--- src/rtl/crc_stream_engine_if.sv ---
// Stream-in / result-out bundle for crc_stream_engine.
// The master drives frames and consumes results; the slave is the engine.
interface crc_stream_engine_if #(
  parameter int CRC_W  = 16,
  parameter int DATA_W = 16,
  parameter int LEN_W  = 16
);
  localparam int NB_W = $clog2(DATA_W / 8) + 1;

  logic              in_valid;
  logic              in_ready;
  logic [DATA_W-1:0] in_data;
  logic              in_sof;
  logic              in_eof;
  logic [NB_W-1:0]   in_nbytes;
  logic [CRC_W-1:0]  crc_expect;

  logic              res_valid;
  logic              res_ready;
  logic [CRC_W-1:0]  res_crc;
  logic [LEN_W-1:0]  res_len;
  logic              res_match;

  modport master (
    output in_valid, in_data, in_sof, in_eof, in_nbytes, crc_expect, res_ready,
    input  in_ready, res_valid, res_crc, res_len, res_match
  );

  modport slave (
    input  in_valid, in_data, in_sof, in_eof, in_nbytes, crc_expect, res_ready,
    output in_ready, res_valid, res_crc, res_len, res_match
  );
endinterface

--- src/rtl/crc_stream_engine.sv ---
// Parametrised streaming CRC generator/checker.
// Consumes one beat per clock (MSB byte first), folds the whole beat into the
// CRC register combinationally, and holds each frame's result until taken.
module crc_stream_engine #(
  parameter int               CRC_W       = 16,
  parameter int               DATA_W      = 16,
  parameter logic [CRC_W-1:0] POLY        = 'h1021,
  parameter logic [CRC_W-1:0] INIT        = 'hFFFF,
  parameter logic [CRC_W-1:0] XOR_OUT     = 'h0000,
  parameter bit               REFLECT_IN  = 1'b0,
  parameter bit               REFLECT_OUT = 1'b0,
  parameter int               LEN_W       = 16
) (
  input logic                clk,
  input logic                reset_n,
  crc_stream_engine_if.slave bus
);

  localparam int BYTES = DATA_W / 8;
  localparam int NB_W  = $clog2(BYTES) + 1;
  localparam int SUM_W = LEN_W + NB_W;
  localparam logic [SUM_W-1:0] LEN_MAX = SUM_W'({LEN_W{1'b1}});

  typedef enum logic [1:0] {IDLE, ACCUM, RESULT} state_t;

  state_t           state_q;
  logic [CRC_W-1:0] crc_q;
  logic [LEN_W-1:0] len_q;
  logic             in_ready_q;
  logic             res_valid_q;
  logic [CRC_W-1:0] res_crc_q;
  logic [LEN_W-1:0] res_len_q;
  logic             res_match_q;

  logic             accept;
  logic             start;
  logic [NB_W-1:0]  nb_eff;
  logic [CRC_W-1:0] crc_base;
  logic [LEN_W-1:0] len_base;
  logic [CRC_W-1:0] crc_next;
  logic [SUM_W-1:0] len_sum;
  logic [LEN_W-1:0] len_next;
  logic [CRC_W-1:0] crc_final;

  // Fold the first n bytes of a beat (MSB byte first) into the register,
  // one bit at a time with the shift-and-conditional-XOR rule.
  function automatic logic [CRC_W-1:0] crc_bytes(input logic [CRC_W-1:0] c_in,
                                                 input logic [DATA_W-1:0] d,
                                                 input logic [NB_W-1:0]   n);
    logic [CRC_W-1:0] c;
    logic [7:0]       b;
    logic             fb;
    c = c_in;
    for (int i = 0; i < BYTES; i++) begin
      b = d[DATA_W-1-8*i -: 8];
      if (i < int'(n)) begin
        for (int k = 0; k < 8; k++) begin
          fb = c[CRC_W-1] ^ (REFLECT_IN ? b[k] : b[7-k]);
          c  = {c[CRC_W-2:0], 1'b0} ^ (fb ? POLY : '0);
        end
      end
    end
    return c;
  endfunction

  function automatic logic [CRC_W-1:0] bit_reverse(input logic [CRC_W-1:0] c);
    logic [CRC_W-1:0] r;
    for (int i = 0; i < CRC_W; i++) r[i] = c[CRC_W-1-i];
    return r;
  endfunction

  assign accept        = bus.in_valid && in_ready_q;
  assign bus.in_ready  = in_ready_q;
  assign bus.res_valid = res_valid_q;
  assign bus.res_crc   = res_crc_q;
  assign bus.res_len   = res_len_q;
  assign bus.res_match = res_match_q;

  // Per-beat datapath: pick the frame start values, the byte count, and the
  // CRC / length after this beat, plus the finished CRC for an eof beat.
  always_comb begin
    // NOTE: every signal written here gets a default first so no latch is inferred.
    start     = (state_q == IDLE) || bus.in_sof;
    nb_eff    = NB_W'(BYTES);
    crc_base  = crc_q;
    len_base  = len_q;
    if (bus.in_eof && (bus.in_nbytes != '0) && (bus.in_nbytes <= NB_W'(BYTES)))
      nb_eff = bus.in_nbytes;
    if (start) begin
      crc_base = INIT;
      len_base = '0;
    end
    crc_next  = crc_bytes(crc_base, bus.in_data, nb_eff);
    len_sum   = SUM_W'(len_base) + SUM_W'(nb_eff);
    len_next  = (len_sum > LEN_MAX) ? {LEN_W{1'b1}} : len_sum[LEN_W-1:0];
    crc_final = (REFLECT_OUT ? bit_reverse(crc_next) : crc_next) ^ XOR_OUT;
  end

  // Frame FSM: accumulate beats, latch the result on eof, hold it until taken.
  always_ff @(posedge clk or negedge reset_n) begin
    // NOTE: sequential state is updated with non-blocking assignments only.
    if (!reset_n) begin
      state_q     <= IDLE;
      crc_q       <= INIT;
      len_q       <= '0;
      in_ready_q  <= 1'b1;
      res_valid_q <= 1'b0;
      res_crc_q   <= '0;
      res_len_q   <= '0;
      res_match_q <= 1'b0;
    end else begin
      case (state_q)
        IDLE, ACCUM: begin
          if (accept) begin
            if (bus.in_eof) begin
              state_q     <= RESULT;
              crc_q       <= INIT;
              len_q       <= '0;
              in_ready_q  <= 1'b0;
              res_valid_q <= 1'b1;
              res_crc_q   <= crc_final;
              res_len_q   <= len_next;
              res_match_q <= (crc_final == bus.crc_expect);
            end else begin
              state_q <= ACCUM;
              crc_q   <= crc_next;
              len_q   <= len_next;
            end
          end
        end
        RESULT: begin
          if (bus.res_ready) begin
            state_q     <= IDLE;
            in_ready_q  <= 1'b1;
            res_valid_q <= 1'b0;
          end
        end
        default: state_q <= IDLE;
      endcase
    end
  end

endmodule

--- src/flat_wrapper.sv ---
// flat-port wrapper written by rule: the top's interface ports become plain ports
module crc_stream_engine_flat 
#(
  parameter int               CRC_W       = 16,
  parameter int               DATA_W      = 16,
  parameter logic [CRC_W-1:0] POLY        = 'h1021,
  parameter logic [CRC_W-1:0] INIT        = 'hFFFF,
  parameter logic [CRC_W-1:0] XOR_OUT     = 'h0000,
  parameter bit               REFLECT_IN  = 1'b0,
  parameter bit               REFLECT_OUT = 1'b0,
  parameter int               LEN_W       = 16
)
  (clk, reset_n, bus_in_valid, bus_in_data, bus_in_sof, bus_in_eof, bus_in_nbytes, bus_crc_expect, bus_res_ready, bus_in_ready, bus_res_valid, bus_res_crc, bus_res_len, bus_res_match);
  crc_stream_engine_if #(.CRC_W(CRC_W), .DATA_W(DATA_W), .LEN_W(LEN_W)) bus_i ();
  input logic clk;
  input logic reset_n;
  input wire logic [$bits(bus_i.in_valid)-1:0] bus_in_valid;
  input wire logic [$bits(bus_i.in_data)-1:0] bus_in_data;
  input wire logic [$bits(bus_i.in_sof)-1:0] bus_in_sof;
  input wire logic [$bits(bus_i.in_eof)-1:0] bus_in_eof;
  input wire logic [$bits(bus_i.in_nbytes)-1:0] bus_in_nbytes;
  input wire logic [$bits(bus_i.crc_expect)-1:0] bus_crc_expect;
  input wire logic [$bits(bus_i.res_ready)-1:0] bus_res_ready;
  output wire logic [$bits(bus_i.in_ready)-1:0] bus_in_ready;
  output wire logic [$bits(bus_i.res_valid)-1:0] bus_res_valid;
  output wire logic [$bits(bus_i.res_crc)-1:0] bus_res_crc;
  output wire logic [$bits(bus_i.res_len)-1:0] bus_res_len;
  output wire logic [$bits(bus_i.res_match)-1:0] bus_res_match;
  assign bus_i.in_valid = bus_in_valid;
  assign bus_i.in_data = bus_in_data;
  assign bus_i.in_sof = bus_in_sof;
  assign bus_i.in_eof = bus_in_eof;
  assign bus_i.in_nbytes = bus_in_nbytes;
  assign bus_i.crc_expect = bus_crc_expect;
  assign bus_i.res_ready = bus_res_ready;
  assign bus_in_ready = bus_i.in_ready;
  assign bus_res_valid = bus_i.res_valid;
  assign bus_res_crc = bus_i.res_crc;
  assign bus_res_len = bus_i.res_len;
  assign bus_res_match = bus_i.res_match;
  crc_stream_engine #(.CRC_W(CRC_W), .DATA_W(DATA_W), .POLY(POLY), .INIT(INIT), .XOR_OUT(XOR_OUT), .REFLECT_IN(REFLECT_IN), .REFLECT_OUT(REFLECT_OUT), .LEN_W(LEN_W)) u_core (.clk(clk), .reset_n(reset_n), .bus(bus_i));
endmodule
--- config.mk ---
export PLATFORM = sky130hd
export DESIGN_NAME = crc_stream_engine_flat
export DESIGN_NICKNAME = d
export VERILOG_FILES = /design/src/rtl/crc_stream_engine_if.sv /design/src/rtl/crc_stream_engine.sv /design/src/flat_wrapper.sv
export SDC_FILE = /design/constraint.sdc
export NUM_CORES = 1
export LEC_CHECK = 0
export CAP_MARGIN = 30
export CORE_UTILIZATION = 43
export DETAILED_ROUTE_END_ITERATION = 10
export PLACE_DENSITY = 0.68
export REMOVE_ABC_BUFFERS = 1
export SYNTH_ARGS = -nofsm -noshare
export SYNTH_HDL_FRONTEND = slang
export SYNTH_SLANG_ARGS = --single-unit
--- constraint.sdc ---
create_clock -name clk -period 9.64 [get_ports clk]
set_clock_uncertainty 0.2 [all_clocks]
set_input_delay 2.41 -clock clk [delete_from_list [all_inputs] [get_ports clk]]
set_output_delay 2.41 -clock clk [all_outputs]
set_load 0.01 [all_outputs]
Word level (Yosys, flattened, before mapping)
Cells that the tools add are included.
{"block": "totals", "n_memories": 0, "romBits": 0, "ff_bits": 69, "latch_bits": 0, "ramBits": 0}
{"block": "classes", "n_lt_le_gt_ge": 4, "n_shift": 0, "addsub": 1, "n_eq_ne": 6, "bitwise_logic": 32, "n_mux": 36, "n_reduce_logical": 12, "mul": 0, "div": 0}
{"op": "bitwise XOR 16 bit", "count": 16}
{"op": "2-to-1 mux 13 bit", "count": 16}
{"op": "2-to-1 mux 16 bit", "count": 7}
{"op": "> comparator 18 x 16 -> 1 bit (second input constant)", "count": 1}
{"op": "adder 16 x 2 -> 17 bit", "count": 1}
{"op": "equality test 16 bit", "count": 1}
{"op": "bitwise XOR 1 bit", "count": 16}
{"op": "2-to-1 mux 2 bit", "count": 4}
{"op": "2-to-1 mux 1 bit", "count": 6}
{"op": "less-than comparator 1 x 2 -> 1 bit (first input constant)", "count": 2}
{"op": "!= test 2 bit (second input constant)", "count": 2}
{"op": "one-hot mux 1 bit (2 select lines)", "count": 2}
{"op": "one-hot mux 2 bit (2 select lines)", "count": 1}
{"op": "AND reduction 2 bit", "count": 2}
{"op": "AND reduction 4 bit", "count": 1}
{"op": "nonzero test 2 bit", "count": 2}
{"op": "logical AND 1 bit", "count": 3}
{"op": "AND reduction 3 bit", "count": 1}
{"op": "equality test 2 x 1 -> 1 bit (second input constant)", "count": 1}
{"op": "equality test 2 bit (second input constant)", "count": 1}
{"op": "less-or-equal comparator 2 bit (second input constant)", "count": 1}
{"op": "zero test 2 bit", "count": 1}
{"op": "!= test 2 x 1 -> 1 bit (second input constant)", "count": 1}
{"op": "OR reduction 2 bit", "count": 1}
{"op": "logical OR 1 bit", "count": 1}

Longest topological paths before layout
{"block": "logic_depth", "depth_word": 54, "mapped_depth": 15, "ltp_nobuf": 11}

Worst setup path after synthesis
Ideal clock, no wire load.
{"block": "synth_path", "path_type": "input -> register", "from": "in bus_in_sof", "to": "reg u_core.len_q[14]", "setup_time_ps": 83, "path_slack_ps": 4097, "n_path_buf": 4, "arrival_ps": 5261, "cell_stages": 14, "path_cell_list": "o21ba_2 > clkbuf_2 > buf_2 > buf_1 > clkbuf_1 > and2_1 > ha_1 > ha_1 > a21oi_1 > or2_2 > nor3_1 > a31oi_1 > a211o_1 > o21ai_0"}
{"block": "synth_via", "elab_chain_cells": 6}
{"element": "start: declaration", "line_no": "flat_wrapper.sv:19", "rtl": "input wire logic [$bits(bus_i.in_sof)-1:0] bus_in_sof;"}
{"element": "logical OR 1 bit (*)", "line_no": "crc_stream_engine.sv:83", "rtl": "start = (state_q == IDLE) || bus.in_sof;"}
{"element": "2-to-1 mux 16 bit (*)", "line_no": "crc_stream_engine.sv:89", "rtl": "if (start) begin"}
{"element": "adder 16 x 2 -> 17 bit (*)", "line_no": "crc_stream_engine.sv:94", "rtl": "len_sum = SUM_W'(len_base) + SUM_W'(nb_eff);"}
{"element": "> comparator 18 x 16 -> 1 bit", "line_no": "crc_stream_engine.sv:95", "rtl": "len_next = (len_sum > LEN_MAX) ? {LEN_W{1'b1}} : len_sum[LEN_W-1:0];"}
{"element": "2-to-1 mux 16 bit (*)", "line_no": "crc_stream_engine.sv:95"}
{"element": "2-to-1 mux 16 bit (*)", "line_no": "crc_stream_engine.sv:115", "rtl": "if (bus.in_eof) begin"}
{"element": "end signal: assignment", "line_no": "crc_stream_engine.sv:127", "rtl": "len_q <= len_next;"}
{"element": "end: declaration", "line_no": "crc_stream_engine.sv:28", "rtl": "logic [LEN_W-1:0] len_q;"}
Mark *: on every way between the ends. The rest lies on a longest branch, timed or not.
A chain may end at the register's enable or synchronous reset.

Worst setup path after layout
{"block": "layout_path", "from": "in bus_in_eof", "to": "reg u_core.res_len_q[5], in the netlist u_core.bus.res_len[5]"}
{"block": "layout_via", "elab_chain_cells": 6}
{"element": "start: declaration", "line_no": "flat_wrapper.sv:20", "rtl": "input wire logic [$bits(bus_i.in_eof)-1:0] bus_in_eof;"}
{"element": "logical AND 1 bit (2 in series)", "line_no": "crc_stream_engine.sv:87", "rtl": "if (bus.in_eof && (bus.in_nbytes != '0) && (bus.in_nbytes <= NB_W'(BYTES)))"}
{"element": "2-to-1 mux 2 bit", "line_no": "crc_stream_engine.sv:87"}
{"element": "adder 16 x 2 -> 17 bit", "line_no": "crc_stream_engine.sv:94"}
{"element": "> comparator 18 x 16 -> 1 bit", "line_no": "crc_stream_engine.sv:95"}
{"element": "2-to-1 mux 16 bit", "line_no": "crc_stream_engine.sv:95"}
{"element": "end signal: assignment", "line_no": "crc_stream_engine.sv:122", "rtl": "res_len_q <= len_next;"}
{"element": "end: declaration", "line_no": "crc_stream_engine.sv:32", "rtl": "logic [LEN_W-1:0] res_len_q;"}
Parallel ways exist; a longest one is shown, timed or not.

==> results.yml <==
status:
  status: "finished, final reports clean"
sta:
  rsz0062_at_grt: "false"
  fin_crit_sh_pct: 63.2
  worstMarginPinSlew_ns: 0.919
  drv_slew: 0
  fmax_mhz: 164
  finalSetupViolCount: 0
  relSlewSlack_pct: 38.7
  final_hold_viol_count: 0
  fin_tns_setup_ns: 0
  fin_crit_ns: 6.10
  fin_ws_ns: 3.54
global_route:
  grt_first_pass_wirelength_mm: 20.4
  grt_pass1_vias: 4010
  antenna_found_initial: 0
  gr-total-overflow: 0
  track_usage_pct: 23.0
  grt_max_degree: 70
min_path:
  hold_depth: 2
  hp-class: "flip-flop to flip-flop"
  hold_path_end: "u_core.bus.res_crc[4]"
  hp-start: "u_core.bus.res_crc[4]"
cts:
  cts_tree: "yes"
  clock_latency_ns: 0.37
  cts_buffers: 9
  htreeDepth: 3
  hold_buffers: 0
  post_cts_buffers: 0
  clk_pin_slew_ns: 0.07
  clockBufferDepth: 2
  cts-root-buf: "clkbuf_8"
  cts.sinks: 69
  cts_resized: 0
yosys:
  ys_types: 64
  ys_async_sr_fraction_pct: 100
  synth_top_cell_by_area: "dfrtp_1"
  ys_warn_count: 0
  synth_top_cells_by_area: "dfrtp_1 (27%), xnor2_1 (9.8%), dfstp_2 (9.2%), nand2_1 (6.2%), o21ai_0 (6.2%)"
  netlist_instances: 542
  syn_avg_cell_area_um2: 8.94
  synth_enable_flop_cells: 0
  ys_seq_area_share_pct: 36.1
  synthFlopType: "dfrtp_1"
  syn_area_um2: 4840
  yosysTopAreaCellShare_pct: 26.9
  ys_ff_latch: 69
place:
  dp_hpwl_mm: 8.66
  gp_congestion: 0.899
  dp_slack_ns: 3.20
  dp_cells: 728
  numPortBuffers: 74
pwr:
  p_seq_share_pct: 29.4
  ir_worst_vdd_uv: 115
  pwr-share-comb_pct: 55.3
  p_leak_nw: 2.40
  p_int_mw: 0.946
  switching_share_pct: 40.4
  power.density_nw_per_um2: 271
  switchingPower_mw: 0.641
  power_frac_clock_pct: 15.3
detailed_routing:
  drtIter0Drc: 300
  avgViaCountPerCell: 5.42
  drt-total-wl_mm: 12.3
  drc_errors: 0
  drtPass1Iterations: 5
  drtAntennaViolNets: 0
  wl_per_cell_um: 16.6
  vias: 4036
finish:
  synthToLayoutAreaGrowth_pct: 20.8
  fin_cells: 744
  fin_nets: 641
  seqCellArea_um2: 1750
  post-route-util_pct: 53.8
  fill_cells: 1022
  final_common_cell: "nand2_1"
  drive_gt1_share_pct: 8.77
  final_cell_mix: "nand2_1 (79), clkdlybuf4s50_1 (73), o21ai_0 (60)"
  diodes: 0
  multiInputGateArea_um2: 2930
setup_path:
  cp-end-kind: "flip-flop"
  crit_type: "input pin to flip-flop"
  r2r_slack_ns: 5.92
  reg2reg_to: "u_core.bus.res_len[5]"
  cp-start-kind: "input pin"
  worstPathArrival_ns: 6.18
  cp_max_fo: 35
  r2r_start: "u_core.state_q[1]"
  crit_required_ns: 9.73
  reg2reg_depth: 9
die:
  fp.coreArea_um2: 10900
  die_height_um: 108
  die_area_um2: 11700
  num_rows: 38
  boundaryPins: 75
  die_w_um: 108
  start_util_pct: 44.5
run:
  cap_viol_max_count: 0
metrics by stage:
stage	instance area (um2)	power [mW]	hold WS [ns]
floorplan	4700	1.07	0.242
global placement	5650	1.32	0.256
detailed placement	5660	1.34	0.267
CTS	5850	1.59	0.287
global route	5850	1.70	0.300
finish	5850	1.59	0.280
cells in the mapped netlist (4+ instances only):
master,count
dfstp_2,17
nand3_1,8
o22a_1,5
xnor2_1,54
a21oi_1,38
inv_1,5
mux2i_1,5
buf_2,8
o21ai_0,60
xnor3_1,11
xor3_1,4
nor3_1,9
nand2_1,80
xor2_1,30
a31oi_1,5
clkbuf_1,21
dfrtp_1,52
nor2_1,52
or3_1,5
metal layers:
layer  routed length [um]  vias to the layer above  global-route usage (%)
met5                    0                        -                       0
met4                  264                        0                    9.10
met3                  699                       21                    4.04
met2                 5400                      121                    34.9
met1                 5970                     1916                    32.5
li1                     -                     1978                       -
critical path, cell delays in order:
cell and delay [ns]:
clkdlybuf4s50_1 0.82, nand3b_1 0.14, buf_4 0.27, inv_1 0.37, ha_1 0.26, ha_1 0.21
a21oi_1 0.11, nor4_1 0.50, and2_0 0.72, o21ai_0 0.18, o21ai_0 0.17
how the worst max path moves through the flow:
stage,end,slack [ns],start
after floorplan,u_core.bus.res_len[5],3.95,bus_in_nbytes[1]
after global placement,u_core.bus.res_len[5],3.32,bus_in_eof
after detailed placement,u_core.bus.res_len[5],3.20,bus_in_eof
after CTS,u_core.bus.res_len[5],3.57,bus_in_eof
after global routing,u_core.bus.res_len[5],3.24,bus_in_eof
final,u_core.bus.res_len[5],3.54,bus_in_eof
sequential cells by signal, indices dropped and copies added (netlist names):
register              count
u_core.bus.in_ready       1
u_core.bus.res_crc       16
u_core.bus.res_len       16
u_core.bus.res_match      1
u_core.bus.res_valid      1
u_core.crc_q             16
u_core.len_q             16
u_core.state_q            2
power by group through the flow:
| stage | clock network (mW) | logic (mW) | registers, mW |
|---|---|---|---|
| 3_3_place_gp | 0 | 0.856 | 0.467 |
| 6_report | 0.244 | 0.878 | 0.466 |
| 5_1_grt | 0.263 | 0.958 | 0.479 |
| 3_5_place_dp | 0 | 0.867 | 0.470 |
| 2_1_floorplan | 0 | 0.597 | 0.472 |
| 4_1_cts | 0.249 | 0.876 | 0.466 |
final cells by class:
type	count	area share, %
Clock buffer	13	2.54
Clock inverter	3	0.770
Inverter	5	0.321
Multi-Input combinational cell	434	50.1
Sequential cell	69	29.9
Tap cell	140	2.99
Timing Repair Buffer	80	13.4
cell families after synthesis:
| kind of cell | after synthesis | share of synthesized area, % |
|---|---|---|
| and+or+nand+nor | 181 | 16.6 |
| muxes | 7 | 1.50 |
| xor gates and xnor gates | 103 | 24.0 |
| adders and majority gates | 2 | 0.516 |
| AOI/OAI and AO/OA | 141 | 17.9 |
| buffers and inverters | 39 | 3.44 |
| DFF | 69 | 36.1 |
Power figures use the tool's default switching activity.
